===== src/rtl/ghost_mode_sched.sv =====
// ---------------------------------------------------------------------------
// ghost_mode_sched
//
// Per-ghost mode scheduler. It produces the 2-bit mode code for each ghost:
//   00 exit jail, 01 scatter, 10 attack, 11 return to jail.
// It releases ghosts from the house on a staggered tick timer, steps the
// global scatter/attack phase sequence, and runs the power-pellet
// frightened window. A frightened ghost that is eaten returns to jail and
// then leaves again.
//
// Optional feature macro: GHOST_FRIGHT_EN
//   defined   : frightened window, eaten handling and phase freeze present
//   undefined : no fright logic; ghost_fright is 0, power_pellet, level and
//               ghost_eaten are ignored, EATEN is never entered
//
// Ports
//   clk_50mhz     in   system clock
//   reset_n       in   asynchronous active-low reset
//   tick          in   one-cycle game tick strobe (60 Hz)
//   restart       in   one-cycle synchronous return to the reset state
//   level         in   current level (0/1), selects the fright window length
//   power_pellet  in   one-cycle pulse, pellet eaten
//   ghost_eaten   in   [3:0] per-ghost pulse, frightened ghost was caught
//   ghost_at_door in   [3:0] ghost is on the tile above the jail
//   ghost_at_home in   [3:0] ghost is on the jail tile
//   blinky_mode   out  [1:0] mode code, ghost 0
//   pinky_mode    out  [1:0] mode code, ghost 1
//   inky_mode     out  [1:0] mode code, ghost 2
//   clyde_mode    out  [1:0] mode code, ghost 3
//   ghost_active  out  [3:0] ghost has left the house
//   ghost_fright  out  [3:0] ghost is frightened
//   phase         out  [2:0] global phase index 0..5
// ---------------------------------------------------------------------------
module ghost_mode_sched #(
    parameter int SCATTER_TICKS       = 420,
    parameter int SCATTER_SHORT_TICKS = 300,
    parameter int CHASE_TICKS         = 1200,
    parameter int FRIGHT_TICKS        = 360,
    parameter int RELEASE_GAP         = 240
) (
    input  logic       clk_50mhz,
    input  logic       reset_n,
    input  logic       tick,
    input  logic       restart,
    input  logic       level,
    input  logic       power_pellet,
    input  logic [3:0] ghost_eaten,
    input  logic [3:0] ghost_at_door,
    input  logic [3:0] ghost_at_home,
    output logic [1:0] blinky_mode,
    output logic [1:0] pinky_mode,
    output logic [1:0] inky_mode,
    output logic [1:0] clyde_mode,
    output logic [3:0] ghost_active,
    output logic [3:0] ghost_fright,
    output logic [2:0] phase
);

    typedef enum logic [1:0] {
        G_HOUSE = 2'd0,
        G_EXIT  = 2'd1,
        G_ROAM  = 2'd2,
        G_EATEN = 2'd3
    } ghost_state_e;

    localparam logic [10:0] SCATTER_LEN = 11'(SCATTER_TICKS);
    localparam logic [10:0] SHORT_LEN   = 11'(SCATTER_SHORT_TICKS);
    localparam logic [10:0] CHASE_LEN   = 11'(CHASE_TICKS);
    localparam logic [9:0]  REL_MAX     = 10'(3 * RELEASE_GAP);
    localparam logic [9:0]  REL_AT1     = 10'(RELEASE_GAP);
    localparam logic [9:0]  REL_AT2     = 10'(2 * RELEASE_GAP);
    localparam logic [2:0]  LAST_PHASE  = 3'd5;

    logic [2:0]       phase_q, phase_d;
    logic [10:0]      pcnt_q, pcnt_d;
    logic [9:0]       rel_q, rel_d;
    logic [3:0]       release_ok;
    logic [3:0]       fright_vec;
    logic [3:0]       eat_hit;
    logic             phase_freeze;
    logic             scatter_d;
    logic [3:0][1:0]  mode_vec;

    // Length loaded when entering phase p. P5 is terminal and never counts.
    function automatic logic [10:0] phase_len(input logic [2:0] p);
        case (p)
            3'd0, 3'd2: phase_len = SCATTER_LEN;
            3'd1, 3'd3: phase_len = CHASE_LEN;
            3'd4:       phase_len = SHORT_LEN;
            default:    phase_len = 11'd0;
        endcase
    endfunction

    // -----------------------------------------------------------------------
    // Global scatter/attack phase sequencer
    // -----------------------------------------------------------------------
    // Freeze looks at the current fright bits, so a pellet arriving on the
    // same cycle as a phase expiry lets the phase advance first.
    assign phase_freeze = |fright_vec;

    always_comb begin
        phase_d = phase_q;
        pcnt_d  = pcnt_q;
        if (restart) begin
            phase_d = 3'd0;
            pcnt_d  = SCATTER_LEN;
        end else if (tick && !phase_freeze && (phase_q != LAST_PHASE)) begin
            if (pcnt_q == 11'd1) begin
                phase_d = phase_q + 3'd1;
                pcnt_d  = phase_len(phase_q + 3'd1);
            end else begin
                pcnt_d  = pcnt_q - 11'd1;
            end
        end
    end

    // Even phases are scatter; decoded from the next phase so the modes
    // change on the same edge as the phase output.
    assign scatter_d = (phase_d == 3'd0) || (phase_d == 3'd2) || (phase_d == 3'd4);

    always_ff @(posedge clk_50mhz or negedge reset_n) begin
        if (!reset_n) begin
            phase_q <= 3'd0;
            pcnt_q  <= SCATTER_LEN;
        end else begin
            phase_q <= phase_d;
            pcnt_q  <= pcnt_d;
        end
    end

    // -----------------------------------------------------------------------
    // House release timer
    // -----------------------------------------------------------------------
    always_comb begin
        rel_d = rel_q;
        if (restart) begin
            rel_d = 10'd0;
        end else if (tick && (rel_q < REL_MAX)) begin
            rel_d = rel_q + 10'd1;
        end
    end

    always_ff @(posedge clk_50mhz or negedge reset_n) begin
        if (!reset_n) begin
            rel_q <= 10'd0;
        end else begin
            rel_q <= rel_d;
        end
    end

    // Blinky's threshold is zero, so it is released unconditionally.
    assign release_ok = {rel_q >= REL_MAX, rel_q >= REL_AT2, rel_q >= REL_AT1, 1'b1};

    // -----------------------------------------------------------------------
    // Frightened window counter
    // -----------------------------------------------------------------------
`ifdef GHOST_FRIGHT_EN
    logic [8:0] fcnt_q, fcnt_d;
    logic [8:0] fright_load;
    logic       fright_expire;

    assign fright_load = level ? 9'(FRIGHT_TICKS >> 1) : 9'(FRIGHT_TICKS);

    // A pellet reload takes precedence over the tick decrement, including
    // the decrement that would otherwise end the window.
    always_comb begin
        fcnt_d        = fcnt_q;
        fright_expire = 1'b0;
        if (restart) begin
            fcnt_d = 9'd0;
        end else if (power_pellet) begin
            fcnt_d = fright_load;
        end else if (tick && (fcnt_q != 9'd0)) begin
            fcnt_d        = fcnt_q - 9'd1;
            fright_expire = (fcnt_q == 9'd1);
        end
    end

    always_ff @(posedge clk_50mhz or negedge reset_n) begin
        if (!reset_n) begin
            fcnt_q <= 9'd0;
        end else begin
            fcnt_q <= fcnt_d;
        end
    end

    // Being caught only counts while that ghost is frightened.
    assign eat_hit = ghost_eaten & fright_vec;
`else
    logic unused_fright_inputs;

    assign unused_fright_inputs = ^{level, power_pellet, ghost_eaten};
    assign eat_hit              = 4'b0000;
`endif

    // -----------------------------------------------------------------------
    // Per-ghost state machines
    // -----------------------------------------------------------------------
    for (genvar gi = 0; gi < 4; gi++) begin : g_ghost
        ghost_state_e state_q, state_d;
        logic [1:0]   mode_q, mode_d;
        logic         active_q;
        logic         fright_d;

        always_comb begin
            state_d = state_q;
            case (state_q)
                G_HOUSE: if (release_ok[gi])    state_d = G_EXIT;
                G_EXIT:  if (ghost_at_door[gi]) state_d = G_ROAM;
                G_ROAM:  if (eat_hit[gi])       state_d = G_EATEN;
                G_EATEN: if (ghost_at_home[gi]) state_d = G_EXIT;
            endcase
            if (restart) begin
                state_d = G_HOUSE;
            end
        end

`ifdef GHOST_FRIGHT_EN
        logic fright_q;

        // Being eaten beats every other update; a pellet only frightens a
        // ghost that is out roaming.
        always_comb begin
            fright_d = fright_q;
            if (restart) begin
                fright_d = 1'b0;
            end else if (eat_hit[gi]) begin
                fright_d = 1'b0;
            end else if (power_pellet && (state_q == G_ROAM)) begin
                fright_d = 1'b1;
            end else if (fright_expire) begin
                fright_d = 1'b0;
            end
        end

        always_ff @(posedge clk_50mhz or negedge reset_n) begin
            if (!reset_n) begin
                fright_q <= 1'b0;
            end else begin
                fright_q <= fright_d;
            end
        end

        assign fright_vec[gi] = fright_q;
`else
        assign fright_d       = 1'b0;
        assign fright_vec[gi] = 1'b0;
`endif

        always_comb begin
            case (state_d)
                G_ROAM:  mode_d = (fright_d || scatter_d) ? 2'b01 : 2'b10;
                G_EATEN: mode_d = 2'b11;
                default: mode_d = 2'b00;
            endcase
        end

        always_ff @(posedge clk_50mhz or negedge reset_n) begin
            if (!reset_n) begin
                state_q  <= G_HOUSE;
                mode_q   <= 2'b00;
                active_q <= 1'b0;
            end else begin
                state_q  <= state_d;
                mode_q   <= mode_d;
                active_q <= (state_d != G_HOUSE);
            end
        end

        assign mode_vec[gi]     = mode_q;
        assign ghost_active[gi] = active_q;
    end

    assign blinky_mode  = mode_vec[0];
    assign pinky_mode   = mode_vec[1];
    assign inky_mode    = mode_vec[2];
    assign clyde_mode   = mode_vec[3];
    assign ghost_fright = fright_vec;
    assign phase        = phase_q;

endmodule

===== config.mk =====
export PLATFORM = sky130hd
export DESIGN_NAME = ghost_mode_sched
export DESIGN_NICKNAME = d
export VERILOG_FILES = /design/src/rtl/ghost_mode_sched.sv
export SDC_FILE = /design/constraint.sdc
export NUM_CORES = 1
export LEC_CHECK = 0
export BUFFER_PORTS_ARGS = -buffer_cell sky130_fd_sc_hd__buf_2
export CORE_MARGIN = 2
export CORE_UTILIZATION = 51
export DETAILED_ROUTE_END_ITERATION = 16
export PLACE_DENSITY = 0.87
export SETUP_SLACK_MARGIN = 0.02
export SLEW_MARGIN = 20
export SYNTH_ARGS = -nofsm -noshare
export SYNTH_HDL_FRONTEND = slang
export SYNTH_SLANG_ARGS = --single-unit
export TNS_END_PERCENT = 100

===== constraint.sdc =====
create_clock -name clk_50mhz -period 2.13 [get_ports clk_50mhz]
set_input_delay 0.1065 -clock clk_50mhz [delete_from_list [all_inputs] [get_ports clk_50mhz]]
set_output_delay 0.1065 -clock clk_50mhz [all_outputs]
set_load 0.03 [all_outputs]

==> impl_results.html <==
<table>
<tr><th>Metric</th><th>Value</th></tr>
<tr><th colspan="2">Status</th></tr>
<tr><td>Run status</td><td>finished, final reports clean</td></tr>
<tr><th colspan="2">Clocking</th></tr>
<tr><td>Clock insertion delay at the later pin of the skew report</td><td>0.30 ns</td></tr>
<tr><td>Maximum count of clock buffers along a single path</td><td>2</td></tr>
<tr><td>Library cell used as clock root buffer</td><td>clkbuf_8</td></tr>
<tr><td>Clock transition at the registers of the reported paths</td><td>0.08 ns</td></tr>
<tr><td>CTS sink count</td><td>44</td></tr>
<tr><td>Clock tree from TritonCTS</td><td>done</td></tr>
<tr><td>Number of H-tree levels</td><td>2</td></tr>
<tr><td>Clock buffer count from CTS</td><td>5</td></tr>
<tr><th colspan="2">Route</th></tr>
<tr><td>Number of design-rule violations left by the first detailed-router iteration</td><td>approximately 170</td></tr>
<tr><td>Detailed-route wire length</td><td>~4900 microns</td></tr>
<tr><td>Average wire per cell in the routed design</td><td>roughly 15 microns</td></tr>
<tr><td>Residual DRC</td><td>0</td></tr>
<tr><td>Vias/cell</td><td>approximately 6.0</td></tr>
<tr><td>Antenna violation net count after detailed routing</td><td>0</td></tr>
<tr><td>First drt pass iteration count</td><td>4</td></tr>
<tr><td>Vias after detailed routing</td><td>2023</td></tr>
<tr><th colspan="2">Finish</th></tr>
<tr><td>Number of nets in the finished design</td><td>between 300 and 400</td></tr>
<tr><td>Post-Route Utilization</td><td>59.9%</td></tr>
<tr><td>Layout Area Growth over Synthesis</td><td>15.3%</td></tr>
<tr><td>Fraction of final layout cells sized beyond drive strength 1</td><td>about a quarter</td></tr>
<tr><td>Diodes inserted</td><td>0</td></tr>
<tr><th colspan="2">STA</th></tr>
<tr><td>Worst Max-Slew Pin Slew</td><td>slightly above 0.5 ns</td></tr>
<tr><td>Final Hold Violating Endpoints</td><td>0</td></tr>
<tr><td>Headroom to the max-slew limit</td><td>around 65%</td></tr>
<tr><td>Final worst path period need</td><td>roughly 2.0 ns</td></tr>
<tr><td>Setup repair after global routing missed its margin</td><td>yes</td></tr>
<tr><td>Highest clock frequency the design can meet</td><td>a little under 500 MHz</td></tr>
<tr><td>Smallest setup slack after layout</td><td>~0.096 ns</td></tr>
<tr><td>Setup-violating endpoint count in the final report</td><td>0</td></tr>
<tr><td>Setup Skew</td><td>0.00452 ns</td></tr>
<tr><td>Post-route fraction of the period consumed by the critical path</td><td>a little over nine tenths</td></tr>
<tr><td>Slew Viols, Final</td><td>0</td></tr>
<tr><th colspan="2">Critical path</th></tr>
<tr><td>Kind of launch point of the worst setup path</td><td>flop</td></tr>
<tr><td>Critical-path cell list</td><td>or4_4 -&gt; nor4_4 -&gt; mux2_4 -&gt; o21a_1</td></tr>
<tr><td>Required @ worst endpoint</td><td>around 2.3 ns</td></tr>
<tr><td>Crit-path max cell delay</td><td>between 0.5 and 0.6 ns</td></tr>
<tr><td>Crit path kind</td><td>flop to flop</td></tr>
<tr><td>Maximum fanout along the worst path</td><td>7</td></tr>
<tr><td>Instance count on the critical path</td><td>4</td></tr>
<tr><td>Kind of capture point of the worst setup path</td><td>flop</td></tr>
<tr><td>Top Family by Delay on Critical Path</td><td>simple AND/OR/NAND/NOR gates</td></tr>
<tr><td>Number of buffer and inverter instances along the worst setup path</td><td>0</td></tr>
<tr><td>Depth of the most critical reg-to-reg path</td><td>4</td></tr>
<tr><td>Worst path arrival time</td><td>~2.2 ns</td></tr>
<tr><td>Critical Path Slowest Stage Cell</td><td>or4_4</td></tr>
<tr><th colspan="2">Synthesis</th></tr>
<tr><td>Fraction of the yosys area taken by sequential cells</td><td>45.7%</td></tr>
<tr><td>Count of distinct cell types in the synthesized netlist</td><td>57</td></tr>
<tr><td>Most frequent cell after synthesis</td><td>dfrtp_1</td></tr>
<tr><td>Synth Instances</td><td>roughly 250</td></tr>
<tr><td>Flip-flop and latch count after synthesis</td><td>44</td></tr>
<tr><td>Share of the synthesized area in the top cell type</td><td>approximately 41%</td></tr>
<tr><td>Mapped Avg Cell Area</td><td>a little under 10 sq um</td></tr>
<tr><td>Asr flop ratio synth</td><td>100%</td></tr>
<tr><td>Library cell with the largest summed area after synthesis</td><td>dfrtp_1</td></tr>
<tr><td>Commonest cells in the netlist</td><td>dfrtp_1 (40), a21oi_1 (26), inv_1 (15), nor2_1 (15), o21ai_0 (13)</td></tr>
<tr><td>Combined area of all synthesized cells</td><td>around 0.0024 sq mm</td></tr>
<tr><td>Total of warnings raised by yosys</td><td>0</td></tr>
<tr><td>Largest cells by area after synthesis</td><td>dfrtp_1 (41%), a21oi_1 (5.4%), ha_1 (4.7%)</td></tr>
<tr><td>Count of flip-flops with a built-in enable after synthesis</td><td>0</td></tr>
<tr><td>Most used DFF post-synth</td><td>dfrtp_1</td></tr>
<tr><th colspan="2">Die</th></tr>
<tr><td>Chip width</td><td>roughly 73 microns</td></tr>
<tr><td>Number of top-level pins</td><td>37</td></tr>
<tr><td>Die area</td><td>around 0.0053 sq mm</td></tr>
<tr><td>Std cell rows</td><td>25</td></tr>
<tr><td>Effective utilization at floorplan</td><td>approximately half</td></tr>
<tr><td>Vertical extent of the die</td><td>around 73 microns</td></tr>
<tr><td>Core area</td><td>0.00466 sq mm</td></tr>
<tr><th colspan="2">Placement</th></tr>
<tr><td>HPWL reported at the end of detailed placement</td><td>between 3000 and 4000 microns</td></tr>
<tr><td>Gpl congestion</td><td>between 0.8 and 0.9</td></tr>
<tr><td>Worst slack at placement</td><td>a little under 0.08 ns</td></tr>
<tr><td>Number of port buffers</td><td>26</td></tr>
<tr><th colspan="2">Global route</th></tr>
<tr><td>Pin count of the biggest net entering global routing</td><td>34</td></tr>
<tr><td>Wire length of the first global-routing pass</td><td>around 8300 microns</td></tr>
<tr><td>Global route total overflow</td><td>0</td></tr>
<tr><td>Number of global-route vias before repair</td><td>1884</td></tr>
<tr><td>Initial antenna violation count</td><td>0</td></tr>
<tr><td>Global-route usage over all layers</td><td>19.7%</td></tr>
<tr><th colspan="2">Min path</th></tr>
<tr><td>Cell count of the worst hold path</td><td>4</td></tr>
<tr><td>Worst min-delay path category</td><td>input pin to flop</td></tr>
<tr><th colspan="2">Flow run</th></tr>
<tr><td>Number of maximum-capacitance constraint violations</td><td>0</td></tr>
<tr><th colspan="2">Power and ir drop</th></tr>
<tr><td>Pwr Density</td><td>a little over 600 mW/mm^2</td></tr>
<tr><td>Standby leakage power</td><td>0.00125 uW</td></tr>
<tr><td>Worst IR drop on VDD</td><td>~0.24 mV</td></tr>
</table>
cells by family (layout without fill, tap and decap cells):
group	after synthesis	after routing	share of synthesized area [%]
simple gates	77	77	19.4
compound gates	72	72	19.5
flops	44	44	45.7
buf+inv	34	66	6.51
fa+ha+maj	9	9	4.65
mux	7	7	3.00
xor+xnor	3	3	1.09
other cells	1	4	0.155
worst paths after layout:
check,start,slack [ns],end
min in group asynchronous,reset_n,0.20,pcnt_q[9]
max,pcnt_q[6],0.1,inky_mode[0]
max in group asynchronous,reset_n,1.21,pcnt_q[7]
min,ghost_at_home[0],0.11,blinky_mode[0]
min reg2reg,g_ghost[0].state_q[1],0.57,blinky_mode[0]
max reg2reg,pcnt_q[6],0.1,inky_mode[0]
area by class of cell:
class / count / area (sq um)
Clock buffer: 6 / 82.6
Clock inverter: 2 / 38.8
Fill cell: 386 / 1870
Inverter: 16 / 60.1
Multi-Input combinational cell: 172 / 1180
Sequential cell: 44 / 1110
Tap cell: 54 / 67.6
Timing Repair Buffer: 42 / 253
per-stage QoR:
| stage | hold WS (ns) | cells | cell area, sq um | setup TNS (ns) | total power (uW) |
|---|---|---|---|---|---|
| floorplan | -0.189 | 250 | 2440 | 0 | 997 |
| global placement | -0.00896 | 325 | 2640 | 0 | 1050 |
| detailed placement | -0.00761 | 325 | 2640 | 0 | 1050 |
| CTS | 0.101 | 334 | 2770 | 0 | 1720 |
| global route | 0.111 | 336 | 2790 | -0.0170 | 1780 |
| finish | 0.109 | 336 | 2790 | 0 | 1720 |
report_power, final:
| part | switching (uW) | total [uW] | internal [uW] | leakage, uW |
|---|---|---|---|---|
| logic | 103 | 166 | 63.3 | 0.000605 |
| registers | 22.1 | 880 | 858 | 0.000587 |
| clock network | 287 | 671 | 383 | 0.0000614 |
flip-flops by register name, summed over array words and instances, names as in the netlist:
name              flops
g_ghost.state_q       8
inky_mode             2
clyde_mode            2
phase                 3
pcnt_q               11
blinky_mode           2
rel_q                10
pinky_mode            2
g_ghost.active_q      4
worst min-delay path, cell delays in order:
cell,delay (ns)
buf_2,0.07
nand2_1,0.04
nand2_1,0.09
a221oi_2,0.06
repair_timing:
action                                 4_1_cts  5_1_grt
buffers inserted                             0        2
hold buffers                                 1        0
setup endpoints to repair                    0       16
endpoints found under the hold margin       11        0
gates resized for setup                      0        3
layout by cell type (no fill, tap or decap), types with 3 or more instances in the layout:
master	instances
dfrtp_1	37
nand2_1	9
inv_1	14
buf_2	26
buf_4	15
a21oi_1	26
nor2_1	15
ha_1	9
or3_1	5
nand4_1	3
a21boi_0	3
o21ai_0	13
o21a_1	4
nor4_1	5
nor3_1	4
mux2i_1	5
dfstp_2	4
a31oi_1	3
clkbuf_8	6
or4_1	9
conb_1	4
dfrtp_2	3
o31ai_1	5
nand3_1	5
routing by layer:
layer	GRT usage (%)	share of wire, %
met1	25.2	45
met2	32.6	49
met3	3.18	4.3
met4	9.05	1.8
met5	0	0
Note: power is estimated with default switching activity, not from simulation.
